[src/rtl/nibble_add_sequencer.sv]
// Multi-precision add/subtract sequencer: runs one 4-bit add-with-carry slice per
// clock over NIBBLES-wide operands, LSB nibble first, chaining the carry in a register.
module nibble_add_sequencer #(
    parameter  int NIBBLES = 4,
    localparam int W       = 4 * NIBBLES
) (
    input  logic         clock,
    input  logic         reset,
    input  logic         start,
    input  logic         sub,
    input  logic [W-1:0] a,
    input  logic [W-1:0] b,
    output logic         busy,
    output logic         done,
    output logic [W-1:0] result,
    output logic         carry_out,
    output logic         zero
);

    localparam int IDX_W = (NIBBLES > 1) ? $clog2(NIBBLES) : 1;
    localparam logic [IDX_W-1:0] LAST_IDX = IDX_W'(NIBBLES - 1);

    typedef enum logic [1:0] {
        S_IDLE = 2'd0,
        S_RUN  = 2'd1,
        S_DONE = 2'd2
    } state_t;

    state_t           state_q,  state_d;
    logic [W-1:0]     a_q,      a_d;
    logic [W-1:0]     b_q,      b_d;
    logic             sub_q,    sub_d;
    logic [IDX_W-1:0] idx_q,    idx_d;
    logic             cin_q,    cin_d;
    logic [W-1:0]     acc_q,    acc_d;
    logic [W-1:0]     result_q, result_d;
    logic             carry_q,  carry_d;
    logic             zero_q,   zero_d;

    logic [3:0]       a_sel;
    logic [3:0]       b_sel;
    logic [3:0]       b_eff;
    logic [3:0]       slice_s;
    logic             slice_c;
    logic [W-1:0]     acc_upd;

    // Nibble select for the current slice; idx never exceeds NIBBLES-1.
    always_comb begin
        a_sel = 4'h0;
        b_sel = 4'h0;
        for (int i = 0; i < NIBBLES; i++) begin
            if (idx_q == IDX_W'(i)) begin
                a_sel = a_q[4*i +: 4];
                b_sel = b_q[4*i +: 4];
            end
        end
    end

    assign b_eff              = sub_q ? ~b_sel : b_sel;
    assign {slice_c, slice_s} = {1'b0, a_sel} + {1'b0, b_eff} + {4'h0, cin_q};

    // Accumulator with the current slice merged in; used both for the
    // per-cycle update and as the final result on the last slice.
    generate
        for (genvar gi = 0; gi < NIBBLES; gi++) begin : g_acc
            assign acc_upd[4*gi +: 4] = (idx_q == IDX_W'(gi)) ? slice_s
                                                              : acc_q[4*gi +: 4];
        end
    endgenerate

    always_comb begin
        state_d  = state_q;
        a_d      = a_q;
        b_d      = b_q;
        sub_d    = sub_q;
        idx_d    = idx_q;
        cin_d    = cin_q;
        acc_d    = acc_q;
        result_d = result_q;
        carry_d  = carry_q;
        zero_d   = zero_q;
        case (state_q)
            S_IDLE, S_DONE: begin
                if (start) begin
                    a_d     = a;
                    b_d     = b;
                    sub_d   = sub;
                    idx_d   = '0;
                    cin_d   = sub;
                    acc_d   = '0;
                    state_d = S_RUN;
                end else begin
                    state_d = S_IDLE;
                end
            end
            S_RUN: begin
                acc_d = acc_upd;
                cin_d = slice_c;
                if (idx_q == LAST_IDX) begin
                    result_d = acc_upd;
                    carry_d  = slice_c;
                    zero_d   = (acc_upd == '0);
                    state_d  = S_DONE;
                end else begin
                    idx_d = idx_q + IDX_W'(1);
                end
            end
            default: state_d = S_IDLE;
        endcase
    end

    always_ff @(posedge clock) begin
        if (reset) begin
            state_q  <= S_IDLE;
            a_q      <= '0;
            b_q      <= '0;
            sub_q    <= 1'b0;
            idx_q    <= '0;
            cin_q    <= 1'b0;
            acc_q    <= '0;
            result_q <= '0;
            carry_q  <= 1'b0;
            zero_q   <= 1'b0;
        end else begin
            state_q  <= state_d;
            a_q      <= a_d;
            b_q      <= b_d;
            sub_q    <= sub_d;
            idx_q    <= idx_d;
            cin_q    <= cin_d;
            acc_q    <= acc_d;
            result_q <= result_d;
            carry_q  <= carry_d;
            zero_q   <= zero_d;
        end
    end

    assign busy      = (state_q == S_RUN);
    assign done      = (state_q == S_DONE);
    assign result    = result_q;
    assign carry_out = carry_q;
    assign zero      = zero_q;

endmodule

[config.mk]
export PLATFORM = sky130hd
export DESIGN_NAME = nibble_add_sequencer
export DESIGN_NICKNAME = d
export VERILOG_FILES = /design/src/rtl/nibble_add_sequencer.sv
export SDC_FILE = /design/constraint.sdc
export NUM_CORES = 1
export LEC_CHECK = 0
export CAP_MARGIN = 20
export CORE_ASPECT_RATIO = 1.75
export CORE_UTILIZATION = 53
export DETAILED_ROUTE_END_ITERATION = 8
export GPL_TIMING_DRIVEN = 0
export HOLD_SLACK_MARGIN = 0.12
export PLACE_DENSITY = 0.82
export SLEW_MARGIN = 40
export SYNTH_ARGS = -nofsm -noshare
export SYNTH_HDL_FRONTEND = slang
export SYNTH_SLANG_ARGS = --single-unit
[constraint.sdc]
create_clock -name clock -period 7.1 [get_ports clock]
set_input_delay 0.71 -clock clock [delete_from_list [all_inputs] [get_ports clock]]
set_output_delay 0.71 -clock clock [all_outputs]
set_load 0.01 [all_outputs]
Yosys cells after proc, flatten, opt, wreduce, memory -nomap -nowiden --
Index checks and enable logic that the tools add are counted.
Cells by class: reductions and logical operators 9, mux-type cells 23, bitwise logic cells 1, add/sub/neg operators 3, eq/ne operators 8
Operator list (count):
- $mux 4 | 13
- $pmux 16 s2 | 1
- $logic_not 16->1 | 1
- $mux 16 | 1
- $pmux 2 s2 | 2
- $eq 2x2->1 const B | 3
- $mux 2 | 3
- $reduce_and 2->1 | 3
- $add 4x4->5 | 1
- $add 5x1->5 | 1
- $eq 2x1->1 const B | 2
- $logic_not 2->1 | 2
- $ne 2x2->1 const B | 2
- $not 4->4 | 1
- $reduce_and 3->1 | 1
- $add 2x1->2 const B | 1
- $mux 1 | 2
- $ne 2x1->1 const B | 1
- $pmux 1 s2 | 1
- $reduce_bool 2->1 | 1
- $reduce_or 2->1 | 1
Storage, ports and cells: flip-flop bits (word level) 72, logic and storage cells 54

Longest topological paths before layout --
word-level depth 11, mapped depth 15, gate-level depth less buffers 13

Worst setup path before layout --
No wires, ideal clock.
path kind register to register, start point register idx_q[1], end point register zero_q (netlist: zero), setup slack 4067 ps, data required time 6984 ps, stages on the path, launching flop included 16, data arrival time 2917 ps, period minus slack after synthesis 3033 ps, setup time 116 ps, path through dfxtp_1 inv_1 ha_1 buf_2 buf_2 a21oi_1 o21ai_0 a22oi_1 xnor2_1 fa_1 inv_1 fa_1 and3b_1 o211ai_1 nor3_1 a31o_2
On the way: cells in the longest elaborated chain, start to end 11
Ends and longest elaborated chain:
- from (decl) | line 33 | logic [IDX_W-1:0] idx_q, idx_d;
- from (signal assigned) | line 129 | idx_q <= idx_d;
- $logic_not 2->1 | line 52, 66
- $mux 4 (4 in a row) | line 52 | if (idx_q == IDX_W'(i)) begin
- $not 4->4 | line 59 | assign b_eff = sub_q ? ~b_sel : b_sel;
- $mux 4 | line 59
- $add 4x4->5 | line 60 | assign {slice_c, slice_s} = {1'b0, a_sel} + {1'b0, b_eff} + {4'h0, cin_q};
- $add 5x1->5 | line 60
- $mux 4 | line 66 | assign acc_upd[4*gi +: 4] = (idx_q == IDX_W'(gi)) ? slice_s
- $logic_not 16->1 | line 102 | zero_d = (acc_upd == '0);
- to (signal assigned) | line 134 | zero_q <= zero_d;
- to (decl) | line 38 | logic zero_q, zero_d;
Parallel ways exist; a longest one is shown, timed or not. A chain may end at the register's enable or synchronous reset.

Worst setup path after layout --
start point register idx_q[0], end point register zero_q (netlist: zero)
Same word-level chain as after synthesis.

==> flow_summary.toml <==
[critical_path]
max_stage_delay_ns = 0.54
slowest_stage = "fa_1"
crit_chain = "inv_1, ha_1, clkbuf_1, nand2_1, o21ai_0, a22oi_1, xnor2_1, fa_1, inv_1, fa_1, and3b_1, o211ai_1, nor3_1, a31o_2"
critPathCaptureType = "flop"
setup.worst_path.start = "idx_q[0]"
critical_path_arrival_ns = 3.86
critical_path_buf_inv_count = 3
start_kind = "flop"
critPathMaxFanout = 10
reg2reg_from = "idx_q[0]"
critPathRequiredTime_ns = 7.35
crit_type = "reg2reg"
critPathTopFamily = "adder cells"

[route]
drt_wl_total_um = 8320
vias = 3049
drtAntennaViolNets = 0
wl_per_cell_um = 15.1
vias_per_cell = 5.52
drt_iter0_drc = 195
drcViolationCount = 0
firstDrtPassIters = 4

[global_route]
gr-usage-all-layers_pct = 29.6
grt_max_degree = 11
grt_pass1_vias = 2947
grt-ovfl-total = 0
antenna_found_initial = 0
grt_pass1_wl_um = 13600

[sta]
holdWs_ns = 0.453
fin_crit_sh_pct = 50.9
fin_crit_ns = 3.62
slew_headroom_pct = 59.8
rsz0062_at_grt = "false"
finalSetupViolations = 0
worst_clock_skew_ns = 0.00733
hold_viol = 0
drv_slew = 0
max_slew.worst_pin.slew_ns = 0.587
clock.fmax_ghz = 0.277
setup_tns_ns = 0

[job]
maxCapViolations = 0

[synthesis]
yosysMostFrequentCell = "nand2_1"
yosysWarningCount = 0
postSynth.asyncResetShare_pct = 0
syn_area_um2 = 3140
syn_inst = 406
synth_ff_type = "dfxtp_1"
netlist_top_cells_count = "nand2_1, dfxtp_1, a21oi_1, nor2_1, buf_2"
ys_ff_latch = 68
yosys.area.top_type_share_pct = 43.3
synth_top_area_cell = "dfxtp_1"
synth_cell_type_count = 39
seq_area_frac_synth_pct = 43.3
synth_edf_count = 0
ys_top_cells_by_area = "dfxtp_1, nand2_1, a21oi_1, nor2_1, mux2i_1"
avgSynthCellArea_um2 = 7.74
syn-num-nets = 451

[power]
switching_share_pct = 27.9
p_per_area_nw_per_um2 = 215
power.switching_uw = 238
power.internal_uw = 615
power_frac_clock_pct = 34.5
leakage_uw = 0.00147
p_comb_share_pct = 17.7
irDropWorstVdd_v = 0.000167
p_seq_share_pct = 47.8

[cells_and_area]
synthToLayoutAreaGrowth_pct = 26.0
n_fill_cell = 488
drive_above_1_share_pct = 6.51
n_antenna_cell = 0
nets = 516
stdcell_count = 552

[floorplan]
core_area_um2 = 5630
dieHeight_um = 104
die_w_um = 60.2
die-area_um2 = 6250
start_util_pct = 55.8
ios = 56
num_rows = 36

[run_status]
outcome = "completed"

[clock_tree]
cts_resized = 0
cts_tree = "done"
clockRootBuffer = "clkbuf_8"
worstSkewPairLatency_ns = 0.35
cts-buffers-inserted = 9
hold_buffers = 0
clockBufferDepth = 2
postCtsSetupRepairBufs = 0
htree_levels = 3
cts.sinks = 68
clkTransAtPathRegs_ns = 0.07

[place]
portBuffers = 54
dp_cells = 536
place_hpwl_um = 6180
place_congestion = 0.902

[worst_hold_path]
min_from = "result[9]"
hp-class = "reg2reg"
## final timing paths
path	slack, ns	to	cells past startpoint
worst min-delay path	0.45	result[9]	2
worst min register to register	0.45	result[9]	2
worst max-delay path	3.48	zero	14
worst max register to register	3.48	zero	14
## metrics by stage
stage | util [%] | area (um^2) | setup WS (ns) | total power, uW
after floorplan | - | 3140 | 4.07 | 512
after global placement | 67.1 | 3780 | 3.58 | 561
after detailed placement | 67.1 | 3780 | 3.53 | 564
after CTS | 70.3 | 3960 | 3.51 | 855
after global routing | 70.3 | 3960 | 3.26 | 890
final | 70.3 | 3960 | 3.48 | 853
## worst register-to-register path: stages, from the launching register on
cell and delay [ns]:
dfxtp_1 0.34, inv_1 0.11, ha_1 0.30, clkbuf_1 0.44
nand2_1 0.11, o21ai_0 0.20, a22oi_1 0.11, xnor2_1 0.16
fa_1 0.39, inv_1 0.08, fa_1 0.54, and3b_1 0.23
o211ai_1 0.18, nor3_1 0.09, a31o_2 0.25
## power groups by stage
stage / combinational, uW / clock, uW / sequential [uW]
final: 151 / 294 / 408
after floorplan: 99.5 / 0 / 412
after CTS: 149 / 298 / 407
after global placement: 146 / 0 / 415
after detailed placement: 148 / 0 / 416
after global routing: 168 / 313 / 409
## cell type report
class / count / area (um^2) / share of cell area [%]
inverters: 12 / 45.0 / 1.14
multi-input cells: 292 / 1590 / 40.1
flip-flops and latches: 68 / 1360 / 34.4
well taps: 76 / 95.1 / 2.40
clock buffers: 15 / 176 / 4.45
plain buffers: 34 / 150 / 3.79
clock inverters: 1 / 5.00 / 0.126
repair buffers: 54 / 541 / 13.6
## logic make-up after synthesis
group / after synthesis / synth area share (%)
and+or+nand+nor: 161 / 22.1
AOI/OAI and AO/OA: 107 / 19.8
DFF: 68 / 43.3
buffers and inverters: 46 / 6.21
muxes: 9 / 2.87
adders and majority gates: 9 / 4.06
xor gates and xnor gates: 6 / 1.67
## sequential cells by signal, summed over array words and instances (netlist names)
name       cells
a_q           16
b_q           16
cin_q          1
acc_q         12
carry_out      1
sub_q          1
zero           1
idx_q          2
result        16
state_q        2
## routing by layer
metal  routed length [um]  track usage, %  part of all wire [%]
met5                    0               0                     0
met1                 3130            31.0                    38
met3                  292            6.09                   3.5
met4                  480            21.6                   5.8
met2                 4410            49.3                    53
## cell usage in the layout, fill, tap and decap left out, drive strengths merged, types with 7 or more instances in the layout
| master | Yosys | routed |
|---|---|---|
| ha | 7 | 7 |
| nor3 | 7 | 7 |
| clkbuf | 12 | 27 |
| clkdlybuf4s50 | 0 | 54 |
| nand2 | 94 | 94 |
| nor2 | 32 | 32 |
| dfxtp | 68 | 68 |
| mux2i | 9 | 9 |
| buf | 22 | 22 |
| inv | 11 | 11 |
| a21oi | 61 | 61 |
| o21ai | 12 | 12 |
| a22oi | 10 | 10 |
| a211oi | 7 | 7 |
Note: power is estimated with default switching activity, not from simulation.
